## config.mk

```make
export PLATFORM = sky130hd
export DESIGN_NAME = z80_bus_ctrl
export DESIGN_NICKNAME = d
export VERILOG_FILES = /design/src/rtl/z80_bus_ctrl.sv
export SDC_FILE = /design/constraint.sdc
export NUM_CORES = 1
export LEC_CHECK = 0
export ABC_CLOCK_PERIOD_IN_PS = 4500
export BUFFER_PORTS_ARGS = -buffer_cell sky130_fd_sc_hd__buf_2
export CORE_ASPECT_RATIO = 1.75
export CORE_MARGIN = 3
export CORE_UTILIZATION = 60
export DETAILED_ROUTE_END_ITERATION = 6
export PLACE_DENSITY = 0.86
export SLEW_MARGIN = 10
export SYNTH_ARGS = -nofsm -noshare
export SYNTH_HDL_FRONTEND = slang
export SYNTH_SLANG_ARGS = --single-unit
```

## constraint.sdc

```tcl
create_clock -name clk -period 4.5 [get_ports clk]
set_input_delay 1.125 -clock clk [delete_from_list [all_inputs] [get_ports clk]]
set_output_delay 1.125 -clock clk [all_outputs]
set_load 0.05 [all_outputs]
```

## src/rtl/z80_bus_ctrl.sv

```systemverilog
// Bus/timing glue for the Z80 soft core: fractional clock enable, ROM wait
// states, prioritised IM2 interrupt arbitration and NMI pulse stretching.
module z80_bus_ctrl #(
  parameter int unsigned CEN_NUM  = 1,
  parameter int unsigned CEN_DEN  = 1,
  parameter int unsigned ACC_W    = 16,
  parameter int unsigned WAIT_CYC = 1,
  parameter logic [15:0] REG_BASE = 16'h0000,
  parameter logic [15:0] REG_MASK = 16'h8000,
  parameter int unsigned IRQ_N    = 2,
  parameter logic [7:0]  VEC_BASE = 8'hE0,
  parameter int unsigned NMI_LEN  = 4
) (
  input  logic             clk,
  input  logic             reset,
  output logic             cen,
  input  logic [15:0]      cpu_addr,
  input  logic             cpu_nmreq,
  input  logic             cpu_nrfsh,
  input  logic             cpu_niorq,
  input  logic             cpu_nm1,
  output logic             cpu_nwait,
  output logic             cpu_nint,
  output logic             cpu_nnmi,
  input  logic [IRQ_N-1:0] irq_set,
  input  logic [IRQ_N-1:0] irq_enable,
  input  logic             nmi_set,
  output logic             ack_active,
  output logic [7:0]       ack_vector,
  output logic [IRQ_N-1:0] irq_pending
);

  localparam logic [ACC_W-1:0] NUM_W = ACC_W'(CEN_NUM);
  localparam logic [ACC_W-1:0] DEN_W = ACC_W'(CEN_DEN);
  localparam int WCNT_W = (WAIT_CYC < 2) ? 1 : $clog2(WAIT_CYC + 1);
  localparam int NCNT_W = (NMI_LEN < 2) ? 1 : $clog2(NMI_LEN + 1);

  typedef enum logic [1:0] {
    ST_IDLE,
    ST_WAIT,
    ST_HOLD
  } wait_state_t;

  logic [ACC_W-1:0]  acc_q, acc_d, acc_sum;
  logic              cen_q, cen_d;

  wait_state_t       state_q, state_d;
  logic [WCNT_W-1:0] wcnt_q, wcnt_d;
  logic              nwait_q, nwait_d;
  logic              hit;

  logic [IRQ_N-1:0]  pending_q, pending_d;
  logic [IRQ_N-1:0]  qual, low_oh, clr;
  logic              nint_q, nint_d;
  logic              ack_seen_q, ack_seen_d;
  logic              ack_active_q, ack_active_d;
  logic [7:0]        vec_q, vec_d;
  logic [2:0]        idx;
  logic              ack_now, ack_start;

  logic [NCNT_W-1:0] ncnt_q, ncnt_d;
  logic              nnmi_q, nnmi_d;

  always_ff @(posedge clk) begin
    if (reset) begin
      acc_q        <= '0;
      cen_q        <= 1'b0;
      state_q      <= ST_IDLE;
      wcnt_q       <= '0;
      nwait_q      <= 1'b1;
      pending_q    <= '0;
      nint_q       <= 1'b1;
      ack_seen_q   <= 1'b0;
      ack_active_q <= 1'b0;
      vec_q        <= VEC_BASE;
      ncnt_q       <= '0;
      nnmi_q       <= 1'b1;
    end else begin
      acc_q        <= acc_d;
      cen_q        <= cen_d;
      state_q      <= state_d;
      wcnt_q       <= wcnt_d;
      nwait_q      <= nwait_d;
      pending_q    <= pending_d;
      nint_q       <= nint_d;
      ack_seen_q   <= ack_seen_d;
      ack_active_q <= ack_active_d;
      vec_q        <= vec_d;
      ncnt_q       <= ncnt_d;
      nnmi_q       <= nnmi_d;
    end
  end

  // Fractional accumulator: the remainder is carried, so the long-run rate is exact.
  always_comb begin
    acc_sum = acc_q + NUM_W;
    acc_d   = acc_sum;
    cen_d   = 1'b0;
    if (acc_sum >= DEN_W) begin
      acc_d = acc_sum - DEN_W;
      cen_d = 1'b1;
    end
  end

  always_comb begin
    state_d = state_q;
    wcnt_d  = wcnt_q;
    nwait_d = nwait_q;
    hit     = !cpu_nmreq && cpu_nrfsh && ((cpu_addr & REG_MASK) == REG_BASE);
    case (state_q)
      ST_IDLE: begin
        if (cen_q && hit && (WAIT_CYC != 0)) begin
          nwait_d = 1'b0;
          wcnt_d  = WCNT_W'(WAIT_CYC);
          state_d = ST_WAIT;
        end
      end
      ST_WAIT: begin
        if (cen_q) begin
          if (wcnt_q <= WCNT_W'(1)) begin
            wcnt_d  = '0;
            nwait_d = 1'b1;
            state_d = ST_HOLD;
          end else begin
            wcnt_d = wcnt_q - WCNT_W'(1);
          end
        end
      end
      ST_HOLD: begin
        if (cpu_nmreq) state_d = ST_IDLE;
      end
      default: begin
        state_d = ST_IDLE;
        nwait_d = 1'b1;
      end
    endcase
  end

  // Ack is edge-detected so one long IORQ/M1 cycle only consumes one source.
  always_comb begin
    qual         = pending_q & irq_enable;
    low_oh       = qual & (~qual + IRQ_N'(1));
    ack_now      = !cpu_nm1 && !cpu_niorq;
    ack_start    = ack_now && !ack_seen_q;
    ack_seen_d   = ack_now;
    idx          = '0;
    for (int i = IRQ_N - 1; i >= 0; i--) begin
      if (qual[i]) idx = 3'(i);
    end
    clr          = '0;
    vec_d        = vec_q;
    ack_active_d = ack_active_q;
    if (ack_active_q && cpu_niorq) ack_active_d = 1'b0;
    if (ack_start) begin
      ack_active_d = 1'b1;
      clr          = low_oh;
      vec_d        = (|qual) ? (VEC_BASE + {4'b0000, idx, 1'b0}) : 8'hFF;
    end
    pending_d = (pending_q & ~clr) | irq_set;
    nint_d    = ~|qual;
  end

  // A new request while the pulse is active only reloads, so the CPU sees one edge.
  always_comb begin
    ncnt_d = ncnt_q;
    nnmi_d = nnmi_q;
    if (nmi_set) begin
      ncnt_d = NCNT_W'(NMI_LEN);
      nnmi_d = 1'b0;
    end else if (!nnmi_q && cen_q) begin
      if (ncnt_q <= NCNT_W'(1)) begin
        ncnt_d = '0;
        nnmi_d = 1'b1;
      end else begin
        ncnt_d = ncnt_q - NCNT_W'(1);
      end
    end
  end

  assign cen         = cen_q;
  assign cpu_nwait   = (WAIT_CYC == 0) ? 1'b1 : nwait_q;
  assign cpu_nint    = nint_q;
  assign cpu_nnmi    = nnmi_q;
  assign ack_active  = ack_active_q;
  assign ack_vector  = vec_q;
  assign irq_pending = pending_q;

endmodule

```

==> impl_metrics.py <==
metrics = {
    "outcome": {
        "status": "complete, no violations",
    },
    "worst_setup_path": {
        "cp.arrival_ns": 3.42,
        "critical_path_required_ns": 4.68,
        "slowest_delay_ns": 0.51,
        "path_buf_inv": 0,
        "cp_top_family": "simple AND/OR/NAND/NOR gates",
        "start_kind": "register",
        "path_cells": "ha_1, nand2_1, nor4_2, xor2_1, or3_4, o311ai_0, mux2_2",
        "crit_type": "reg2reg",
        "path_max_fanout": 13,
        "critPathSlowestCell": "dfxtp_1",
        "worstSetupEndpointType": "register",
    },
    "pwr": {
        "powerDensity_mw_per_mm2": 245,
        "ir_worst_vdd_uv": 160,
        "p_leak_uw": 0.000868,
    },
    "flow_run": {
        "cap_violations": 0,
    },
    "final_layout": {
        "drive_gt1_share_pct": 19.2,
        "postLayoutCoreUtil_pct": 67.3,
        "nets": 313,
        "area_growth_pct": 4.61,
        "num_antenna_cells": 0,
    },
    "floorplan": {
        "dieHeight_um": 87.1,
        "core_mm2": 0.00350,
        "rows": 28,
        "dieArea_mm2": 0.00456,
        "die_w_um": 52.3,
        "initial_core_util_pct": 64.3,
        "io_pins": 42,
    },
    "route": {
        "wl_per_cell_um": 16.4,
        "vias": 2148,
        "drc": 0,
        "drtIter0Drc": 106,
        "routed_via_density": 6.59,
        "first_pass_iters": 6,
        "antenna_left": 0,
        "wl_um": 5360,
    },
    "grt": {
        "grt_pass1_vias": 2000,
        "overflow": 0,
        "antenna_found_initial": 0,
        "grt_start_max_net_pins": 47,
        "grt_pass1_wl_um": 8820,
        "track_usage_pct": 25.3,
    },
    "synthesis": {
        "synth_cell_types": 69,
        "synth_top_family_by_area": "simple AND/OR/NAND/NOR gates",
        "yosys-mux-area-fraction_pct": 3.83,
        "yosys.area_share.simple_pct": 30.6,
        "synthArstFlopShare_pct": 0,
        "synth-xor-area-share_pct": 5.05,
        "ys_seq_elements": 31,
        "syn-cell-area_mm2": 0.00225,
        "synth_enable_flop_cells": 0,
        "syn-instance-count": 273,
        "synth-seq-area-share_pct": 27.5,
        "synth_fa_ha_area_share_pct": 2.78,
        "synthFlopType": "dfxtp_1",
        "syn_area_per_cell_um2": 8.25,
        "synth_warnings": 0,
        "synth_compound_area_share_pct": 21.5,
    },
    "timing": {
        "fin_crit_sh_pct": 72.0,
        "slew_violations": 0,
        "setup_ws_ns": 1.26,
        "tns_ns": 0,
        "whs_ns": 0.490,
        "relSlewSlack_pct": 31.4,
        "rsz0062_at_grt": "false",
        "max_freq_ghz": 0.309,
        "finalHoldViolations": 0,
        "finalSetupViolCount": 0,
        "max_slew.worst_pin.slew_ns": 1.02,
        "finClkSkew_ns": 0.00426,
        "fin_crit_ns": 3.24,
    },
    "clock_tree": {
        "holdBufCountCts": 0,
        "ctsLongestPathBuffers": 2,
        "post-cts-setup-buffers": 0,
        "clock_sinks": 31,
        "clock_latency_ns": 0.28,
        "clkTransAtPathRegs_ns": 0.06,
        "cts_tree": "done",
        "numCtsBuffers": 5,
        "ctsRootBufferMaster": "clkbuf_8",
        "h-tree-depth": 2,
        "post_cts_resized": 0,
    },
    "placement": {
        "gp_congestion": 0.926,
        "dp_hpwl_um": 3890,
        "port_buffers": 23,
        "dp_slack_ns": 1.32,
    },
    "worst_hold_path": {
        "holdCritPathClass": "reg2reg",
    },
}
==> per-layer routing <==
metal / track usage (%) / up-vias / part of all wire, %
met5: 0 / - / 0
met4: 16.7 / 0 / 5.3
met3: 4.80 / 30 / 5.9
met2: 46.0 / 105 / 53
met1: 24.6 / 988 / 36
li1: - / 1025 / -
==> sequential cells by signal, summed over array words and instances (netlist names) <==
register     flops
cpu_nnmi         1
ack_active       1
ack_seen_q       1
irq_pending      2
acc_q           16
cpu_nwait        1
ncnt_q           3
cpu_nint         1
state_q          2
cen              1
ack_vector       2
==> worst register-to-register path, cell delays in order (launching register included) <==
cell      delay, ns
dfxtp_1        0.51
ha_1           0.50
nand2_1        0.21
nor4_2         0.43
xor2_1         0.17
or3_4          0.49
o311ai_0       0.45
mux2_2         0.38
==> cell families after synthesis <==
kind of cell / after synthesis
multiplexers: 8
adder cells (fa/ha/maj): 5
XOR/XNOR: 13
AND/OR/NAND/NOR: 120
other: 1
AO/OA/AOI/OAI: 64
buffers and inverters: 31
flip-flops: 31
==> cell type report <==
cell class,instances,area [um^2]
Timing Repair Buffer,24,123
Fill cell,289,1150
Tap cell,45,56.3
Clock inverter,1,5.00
Clock buffer,6,82.6
Sequential cell,31,621
Inverter,6,22.5
Multi-Input combinational cell,213,1450
==> stage by stage <==
step / power, uW / cells / instance area [um^2]
finish: 576 / 326 / 2360
global route: 600 / 326 / 2360
detailed placement: 362 / 319 / 2270
CTS: 578 / 326 / 2360
global placement: 359 / 319 / 2270
floorplan: 349 / 275 / 2260
==> where the power goes <==
part           switching [uW]  internal (uW)
logic                    49.6           18.3
clock network             102            120
registers                5.58            282
total                     157            420
==> placed cells by master, fill, tap and decap left out, drive strengths merged, types with 3 or more instances in the layout <==
cell	netlist	layout
o21bai	4	4
mux2i	3	3
a31oi	6	6
nor3	12	12
mux2	5	5
and4	3	3
nor2	28	28
or3	4	4
nand3	10	10
nor2b	4	4
xor2	4	4
o21ai	8	8
and3	7	7
conb	1	3
clkbuf	6	6
nor4	3	3
xnor2	9	9
inv	6	6
nor3b	3	3
a31o	3	3
a21oi	16	16
dfxtp	31	31
nand2	13	13
buf	19	24
nand2b	7	7
nand3b	4	4
ha	5	5
nand4	9	9
or4	3	3
o311ai	4	4
==> final timing paths <==
path / start / endpoint / slack, ns / depth (start not counted)
max reg2reg: acc_q[1]$_SDFF_PP0_ / acc_q[8]$_SDFF_PP0_ / 1.26 / 7
min reg2reg: state_q[1]$_SDFFE_PP0P_ / state_q[0]$_SDFFE_PP0P_ / 0.49 / 1
max: acc_q[1]$_SDFF_PP0_ / acc_q[8]$_SDFF_PP0_ / 1.26 / 7
min: state_q[1]$_SDFFE_PP0P_ / state_q[0]$_SDFFE_PP0P_ / 0.49 / 1
==> synth_stat cells (all sizes together) (3+ instances only) <==
| cell | instances | share of area, % |
|---|---|---|
| nor3b | 3 | 1.0 |
| buf | 19 | 6.3 |
| and3 | 7 | 2.1 |
| dfxtp | 31 | 28 |
| nand2b | 7 | 1.9 |
| a31o | 3 | 1.2 |
| nand3b | 4 | 1.3 |
| clkbuf | 6 | 1.2 |
| a31oi | 6 | 3.3 |
| xor2 | 4 | 1.6 |
| nor4 | 3 | 1.1 |
| inv | 6 | 1.0 |
| or4 | 3 | 1.0 |
| nor2b | 4 | 1.1 |
| and4 | 3 | 1.3 |
| mux2 | 5 | 2.5 |
| nand4 | 9 | 2.5 |
| o21ai | 8 | 1.8 |
| or3 | 4 | 1.4 |
| mux2i | 3 | 1.3 |
| xnor2 | 9 | 3.5 |
| nand2 | 13 | 2.2 |
| ha | 5 | 2.8 |
| a21oi | 16 | 3.6 |
| o21bai | 4 | 1.3 |
| o311ai | 4 | 1.6 |
| nand3 | 10 | 2.2 |
| nor2 | 28 | 4.7 |
| nor3 | 12 | 3.2 |
(Power assumes the default switching activity.)
